===== config.mk =====
export PLATFORM = sky130hd
export DESIGN_NAME = beep_sched
export DESIGN_NICKNAME = d
export VERILOG_FILES = /design/src/rtl/beep_sched.sv
export SDC_FILE = /design/constraint.sdc
export NUM_CORES = 1
export LEC_CHECK = 0
export ABC_CLOCK_PERIOD_IN_PS = 3300
export BUFFER_PORTS_ARGS = -buffer_cell sky130_fd_sc_hd__buf_2
export CAP_MARGIN = 20
export CORE_MARGIN = 10
export CORE_UTILIZATION = 55
export CTS_BUF_LIST = sky130_fd_sc_hd__clkbuf_4 sky130_fd_sc_hd__clkbuf_8
export CTS_CLUSTER_SIZE = 20
export DETAILED_ROUTE_END_ITERATION = 10
export GPL_TIMING_DRIVEN = 0
export PLACE_DENSITY = 0.72
export SYNTH_ARGS = -nofsm -noshare
export SYNTH_HDL_FRONTEND = slang
export SYNTH_SLANG_ARGS = --single-unit

===== constraint.sdc =====
create_clock -name clk -period 3.3 [get_ports clk]
set_input_delay 0.66 -clock clk [delete_from_list [all_inputs] [get_ports clk]]
set_output_delay 0.66 -clock clk [all_outputs]
set_load 0.02 [all_outputs]

===== src/rtl/beep_sched.sv =====
// Buzzer scheduler: alarm lifecycle FSM (ring/snooze/timeout), hourly chime
// and key click tones, muxed onto the single active-low buzzer pin.
module beep_sched #(
  parameter int SNOOZE_SEC  = 300,
  parameter int MAX_SNOOZE  = 3,
  parameter int TIMEOUT_SEC = 60,
  parameter int CHIME_CYC   = 24000000,
  parameter int CHIME_HALF  = 23889,
  parameter int CLICK_CYC   = 1200000,
  parameter int CLICK_HALF  = 31888
) (
  input  logic        clk,
  input  logic        rst_n,
  input  logic [23:0] time_num,
  input  logic [15:0] alarm_time,
  input  logic        alarm_en,
  input  logic        chime_en,
  input  logic        key_press,
  input  logic        snooze_req,
  input  logic        stop_req,
  input  logic        melody_beep,
  output logic        melody_en,
  output logic        beep,
  output logic        alarm_active,
  output logic        snooze_active,
  output logic [1:0]  snooze_left
);

  localparam int SEC_MAX = (SNOOZE_SEC > TIMEOUT_SEC) ? SNOOZE_SEC : TIMEOUT_SEC;
  localparam int SEC_W   = $clog2(SEC_MAX + 1);
  localparam int CHC_W   = $clog2(CHIME_CYC + 1);
  localparam int CHP_W   = $clog2(CHIME_HALF + 1);
  localparam int CLC_W   = $clog2(CLICK_CYC + 1);
  localparam int CLP_W   = $clog2(CLICK_HALF + 1);

  typedef enum logic [1:0] {
    IDLE   = 2'd0,
    ALARM  = 2'd1,
    SNOOZE = 2'd2,
    CHIME  = 2'd3
  } state_t;

  state_t             state_q, state_d;
  logic [23:0]        time_q;
  logic               valid_q;
  logic [SEC_W-1:0]   sec_cnt_q, sec_cnt_d;
  logic [1:0]         snooze_left_q, snooze_left_d;
  logic [CHC_W-1:0]   chime_cnt_q, chime_cnt_d;
  logic [CHP_W-1:0]   chime_ph_q, chime_ph_d;
  logic               chime_tone_q, chime_tone_d;
  logic [CLC_W-1:0]   click_cnt_q, click_cnt_d;
  logic [CLP_W-1:0]   click_ph_q, click_ph_d;
  logic               click_tone_q, click_tone_d;
  logic               beep_q, beep_d;
  logic               melody_en_q, alarm_active_q, snooze_active_q;

  logic [23:0]        alarm_tgt;
  logic               sec_tick, alarm_hit, hour_hit;

  // Event detection; valid_q suppresses events until time_q holds a real sample
  always_comb begin
    alarm_tgt = {alarm_time, 8'h00};
    sec_tick  = valid_q && (time_num != time_q);
    alarm_hit = valid_q && alarm_en && (time_num == alarm_tgt) && (time_q != alarm_tgt);
    hour_hit  = valid_q && chime_en && (time_num[15:0] == 16'h0000) &&
                (time_q[15:0] != 16'h0000);
  end

  // Alarm/chime state machine with second and chime-duration counters
  always_comb begin
    state_d       = state_q;
    sec_cnt_d     = sec_cnt_q;
    snooze_left_d = snooze_left_q;
    chime_cnt_d   = chime_cnt_q;
    case (state_q)
      IDLE: begin
        if (alarm_hit) begin
          state_d   = ALARM;
          sec_cnt_d = '0;
        end else if (hour_hit) begin
          state_d     = CHIME;
          chime_cnt_d = '0;
        end else begin
          state_d = IDLE;
        end
      end
      ALARM: begin
        if (stop_req) begin
          state_d       = IDLE;
          snooze_left_d = 2'(MAX_SNOOZE);
        end else if (snooze_req && (snooze_left_q != 2'd0)) begin
          state_d       = SNOOZE;
          snooze_left_d = snooze_left_q - 2'd1;
          sec_cnt_d     = '0;
        end else if (sec_tick) begin
          if (sec_cnt_q == SEC_W'(TIMEOUT_SEC - 1)) begin
            state_d       = IDLE;
            snooze_left_d = 2'(MAX_SNOOZE);
          end else begin
            sec_cnt_d = sec_cnt_q + 1'b1;
          end
        end else begin
          state_d = ALARM;
        end
      end
      SNOOZE: begin
        if (stop_req) begin
          state_d       = IDLE;
          snooze_left_d = 2'(MAX_SNOOZE);
        end else if (alarm_hit) begin
          state_d       = ALARM;
          snooze_left_d = 2'(MAX_SNOOZE);
          sec_cnt_d     = '0;
        end else if (sec_tick) begin
          if (sec_cnt_q == SEC_W'(SNOOZE_SEC - 1)) begin
            state_d   = ALARM;
            sec_cnt_d = '0;
          end else begin
            sec_cnt_d = sec_cnt_q + 1'b1;
          end
        end else begin
          state_d = SNOOZE;
        end
      end
      CHIME: begin
        if (alarm_hit) begin
          state_d   = ALARM;
          sec_cnt_d = '0;
        end else if (chime_cnt_q == CHC_W'(CHIME_CYC - 1)) begin
          state_d = IDLE;
        end else begin
          chime_cnt_d = chime_cnt_q + 1'b1;
        end
      end
      default: begin
        state_d = IDLE;
      end
    endcase
    // Disarming drops any alarm activity, but a running chime finishes
    if (!alarm_en && (state_d != CHIME)) begin
      state_d       = IDLE;
      snooze_left_d = 2'(MAX_SNOOZE);
    end else begin
      snooze_left_d = snooze_left_d;
    end
  end

  // Chime and click square-tone generators plus the registered beep mux
  always_comb begin
    chime_ph_d   = chime_ph_q;
    chime_tone_d = chime_tone_q;
    click_cnt_d  = click_cnt_q;
    click_ph_d   = click_ph_q;
    click_tone_d = click_tone_q;
    if ((state_d == CHIME) && (state_q != CHIME)) begin
      chime_ph_d   = '0;
      chime_tone_d = 1'b1;
    end else if (state_q == CHIME) begin
      if (chime_ph_q == CHP_W'(CHIME_HALF)) begin
        chime_ph_d   = '0;
        chime_tone_d = ~chime_tone_q;
      end else begin
        chime_ph_d = chime_ph_q + 1'b1;
      end
    end else begin
      chime_ph_d = chime_ph_q;
    end
    // Ringing or chiming takes the pin, so a pending click is dropped, not resumed
    if (((state_d == ALARM) && (state_q != ALARM)) ||
        ((state_d == CHIME) && (state_q != CHIME))) begin
      click_cnt_d = '0;
    end else if (key_press && ((state_q == IDLE) || (state_q == SNOOZE))) begin
      click_cnt_d  = CLC_W'(CLICK_CYC);
      click_ph_d   = '0;
      click_tone_d = 1'b1;
    end else if (click_cnt_q != '0) begin
      click_cnt_d = click_cnt_q - 1'b1;
      if (click_ph_q == CLP_W'(CLICK_HALF)) begin
        click_ph_d   = '0;
        click_tone_d = ~click_tone_q;
      end else begin
        click_ph_d = click_ph_q + 1'b1;
      end
    end else begin
      click_cnt_d = '0;
    end
    case (state_q)
      ALARM:   beep_d = melody_beep;
      CHIME:   beep_d = chime_tone_q;
      default: beep_d = (click_cnt_q != '0) ? click_tone_q : 1'b1;
    endcase
  end

  // State and output registers, asynchronously cleared
  always_ff @(posedge clk or negedge rst_n) begin
    if (!rst_n) begin
      state_q         <= IDLE;
      time_q          <= 24'h000000;
      valid_q         <= 1'b0;
      sec_cnt_q       <= '0;
      snooze_left_q   <= 2'(MAX_SNOOZE);
      chime_cnt_q     <= '0;
      chime_ph_q      <= '0;
      chime_tone_q    <= 1'b1;
      click_cnt_q     <= '0;
      click_ph_q      <= '0;
      click_tone_q    <= 1'b1;
      beep_q          <= 1'b1;
      melody_en_q     <= 1'b0;
      alarm_active_q  <= 1'b0;
      snooze_active_q <= 1'b0;
    end else begin
      state_q         <= state_d;
      time_q          <= time_num;
      valid_q         <= 1'b1;
      sec_cnt_q       <= sec_cnt_d;
      snooze_left_q   <= snooze_left_d;
      chime_cnt_q     <= chime_cnt_d;
      chime_ph_q      <= chime_ph_d;
      chime_tone_q    <= chime_tone_d;
      click_cnt_q     <= click_cnt_d;
      click_ph_q      <= click_ph_d;
      click_tone_q    <= click_tone_d;
      beep_q          <= beep_d;
      melody_en_q     <= (state_d == ALARM);
      alarm_active_q  <= (state_d == ALARM);
      snooze_active_q <= (state_d == SNOOZE);
    end
  end

  assign beep          = beep_q;
  assign melody_en     = melody_en_q;
  assign alarm_active  = alarm_active_q;
  assign snooze_active = snooze_active_q;
  assign snooze_left   = snooze_left_q;

endmodule


==> qor.csv <==
stage,metric,value,unit
synth,sequential element share of the synthesized area,0.438,
detailed_routing,residual DRC count,0,
synth,Yosys reg bits,119,
synth,most frequent cell after synthesis,dfrtp_1,
sta,minimum clock period,3.11,ns
detailed_routing,DR pass1 iterations,5,
setup_path,Worst Reg-to-Reg Cells,8,
clock_network,Clock transition at path regs,0.07,ns
setup_path,"delay-heaviest family, CP",compound AO/OA/AOI/OAI gates,
sta,relative slew slack,0.565,
synth,top area cells in the synthesized netlist,"dfrtp_1, xor2_1, xnor2_1, nand2_1, nor2_1",
clock_network,clock latency on the worst-skew pair,0.43,ns
detailed_routing,Routed Antenna Nets,0,
clock_network,"Hold-fix buffers, CTS",0,
grt,vias in the first global route,5722,
setup_path,critical path peak fanout,10,
floorplanning,starting density of the core,0.564,
detailed_routing,DR WL/cell,16.5,um
synth,Post-Syn Area per Cell,9.46,um^2
floorplanning,# rows,40,
setup_path,"Buf+Inv Stages, Crit Path",2,
synth,Syn Inst Count,719,
synth,asr flop ratio synth,1.00,
grt,gr ovfl total,0,
clock_network,root buf cell,clkbuf_8,
clock_network,CTS H-tree lvls,4,
setup_path,CP Class,in -> reg,
power,Cell Pwr Density,560,mW/mm^2
placement,port bufs,53,
final_layout,final core utilization,0.646,
detailed_routing,Vias/cell,5.91,
synth,yosys warns,0,
run,max_cap viols,0,
setup_path,Critical Path RT,3.61,ns
placement,Detailed Place HPWL,11.8,mm
sta,Max Fclk,0.322,GHz
synth,Post-synth top cells,"dfrtp_1, nand2_1, nor2_1, xor2_1, o21ai_0",
clock_network,CTS tree,built,
synth,Netlist Area Pre-Place,0.00681,mm^2
setup_path,startpoint types,input pin,
sta,Final Max Tran Viols,0,
grt,Total Routing Usage GR,0.189,
clock_network,total CTS buffers,17,
setup_path,"critical path, cell by cell",buf_2 -> nor4_1 -> nand4_1 -> or4_1 -> a211o_1 -> a41o_4 -> a211oi_2 -> buf_2 -> o41ai_1 -> o41ai_1,
setup_path,R2R Path End,click_ph_q[14],
setup_path,worst reg2reg setup slack,0.24,ns
final_layout,Area Overhead vs Synth,14.5,%
synth,Yosys cell types,77,
clock_network,CTS Sinks,119,
final_layout,Ant. Diodes,0,
setup_path,CP arrival,3.42,ns
synth,"EDFF count, synth",0,
sta,Fin. Hold Viols,0,
setup_path,crit path max-delay cell type,or4_1,
synth,post-synth top area share,0.419,
setup_path,FF-to-FF Start,sec_cnt_q[6],
sta,Setup-failing EPs final,0,
floorplanning,Die W,131,um
clock_network,clk buf depth,2,
worst_hold_path,worst min path class,in -> async,
floorplanning,Die H,131,um
grt,first-pass GRT wire length,27.5,mm
clock_network,post-CTS setup buffers,0,
sta,RSZ-0062 raised after global routing,false,
sta,final clock skew,0.00875,ns
synth,Main synth FF type,dfrtp_1,
detailed_routing,final WL,16.1,mm
detailed_routing,first-iteration detailed-routing DRC count,485,
synth,syn nets,779,
power,Static Leakage,3.33,nW
final_layout,fraction of layout cells with a size suffix above 1,0.160,
setup_path,Worst path max stage delay,0.61,ns
placement,Placer Congestion,0.902,
status,status,completed,
final_layout,nets@finish,851,
sta,period utilization,0.942,
sta,worst-margin pin slew,0.646,ns
grt,pin count of the biggest net entering global routing,70,
floorplanning,Top-Level Pins,54,
grt,number of antenna violations at the first check in global routing,0,
floorplanning,die area,0.0172,mm^2
floorplanning,core area,0.0121,mm^2
detailed_routing,Vias,5740,
synth,Synth area leader,dfrtp_1,
power,Peak VDD IR,0.413,mV
setup_path,endpoint class of the critical path,flop,
power,Tot Pwr,4.36,mW
state kept, by name (all words and copies together), names as in the netlist, 2 cells and up:
name,count
click_ph_q,15
sec_cnt_q,9
chime_cnt_q,25
state_q,2
time_q,24
chime_ph_q,15
click_cnt_q,21
snooze_left,2
layout by cell type, fill, tap and decap left out, types with 5 or more instances in the layout:
cell and n:
o41ai_1 5, and2_1 6, o31ai_1 21, o2bb2ai_1 5, nand4_1 15, o21ai_2 7, inv_1 19, or4_1 5
o21ai_0 39, nor4_1 20, xor2_1 53, clkbuf_1 15, xnor2_1 33, nand2b_1 7, nand3_1 25, ha_1 12
a211oi_1 5, dfrtp_1 114, or3_1 9, buf_2 54, clkbuf_8 17, nand3b_1 6, nand2_1 67, mux2i_1 12
and3_1 23, dfstp_2 5, a21oi_1 24, nor2_1 62, nor3_1 25
power by group:
part	total (mW)	switching, mW	leakage (nW)	internal [mW]
logic	0.985	0.566	1.62	0.420
clock network	1.46	0.628	0.209	0.837
registers	1.91	0.224	1.50	1.69
final cells by class:
type / count / area [um^2]
fill: 993 / 4270
multi-input combinational: 554 / 3650
sequential: 119 / 2980
timing repair buffer: 54 / 299
clock buffer: 18 / 241
tap: 168 / 210
clock inverter: 14 / 199
buffer: 25 / 130
inverter: 20 / 76.3
through the flow:
step | hold WS, ns | cells | setup slack [ns] | setup TNS (ns) | instance area [um^2]
6_report | 0.159 | 972 | 0.191 | 0 | 7790
4_1_cts | 0.165 | 973 | 0.0174 | 0 | 7780
2_1_floorplan | 0.364 | 719 | 0.323 | 0 | 6810
5_1_grt | 0.161 | 972 | 0.0277 | 0 | 7790
3_3_place_gp | 0.457 | 940 | -0.242 | -8.30 | 7280
3_5_place_dp | 0.461 | 941 | -0.281 | -10.59 | 7310
metal layers:
metal	part of all wire	vias up	GRT usage	routed length [um]
li1	-	2751	-	-
met1	0.44	2821	0.235	7070
met2	0.51	146	0.315	8130
met3	0.039	22	0.0438	630
met4	0.015	0	0.0606	238
met5	0	-	0	0
what timing repair did:
item,in CTS,in global routing
pin swaps,0,1
endpoints found under the setup margin,35,35
gates cloned,0,0
resized for setup,5,2
logic make-up after synthesis:
group                      synth area share
and+or+nand+nor                       0.228
xor gates and xnor gates              0.111
DFF                                   0.439
muxes                                0.0193
adders and majority gates            0.0221
buffers and inverters                0.0307
AOI/OAI and AO/OA                     0.151
other                              0.000551
how the worst max path moves through the flow:
stage / slack (ns) / depth (start not counted) / from / endpoint
6_report: 0.19 / 10 / time_num[3] / click_ph_q[14]
4_1_cts: 0.02 / 11 / click_cnt_q[0] / click_ph_q[0]
5_1_grt: 0.03 / 9 / chime_cnt_q[9] / click_cnt_q[12]
2_1_floorplan: 0.32 / 8 / time_num[3] / click_ph_q[0]
3_5_place_dp: -0.28 / 11 / click_cnt_q[0] / click_ph_q[0]
3_3_place_gp: -0.24 / 10 / time_num[3] / click_cnt_q[6]
Power figures use the tool's default switching activity.
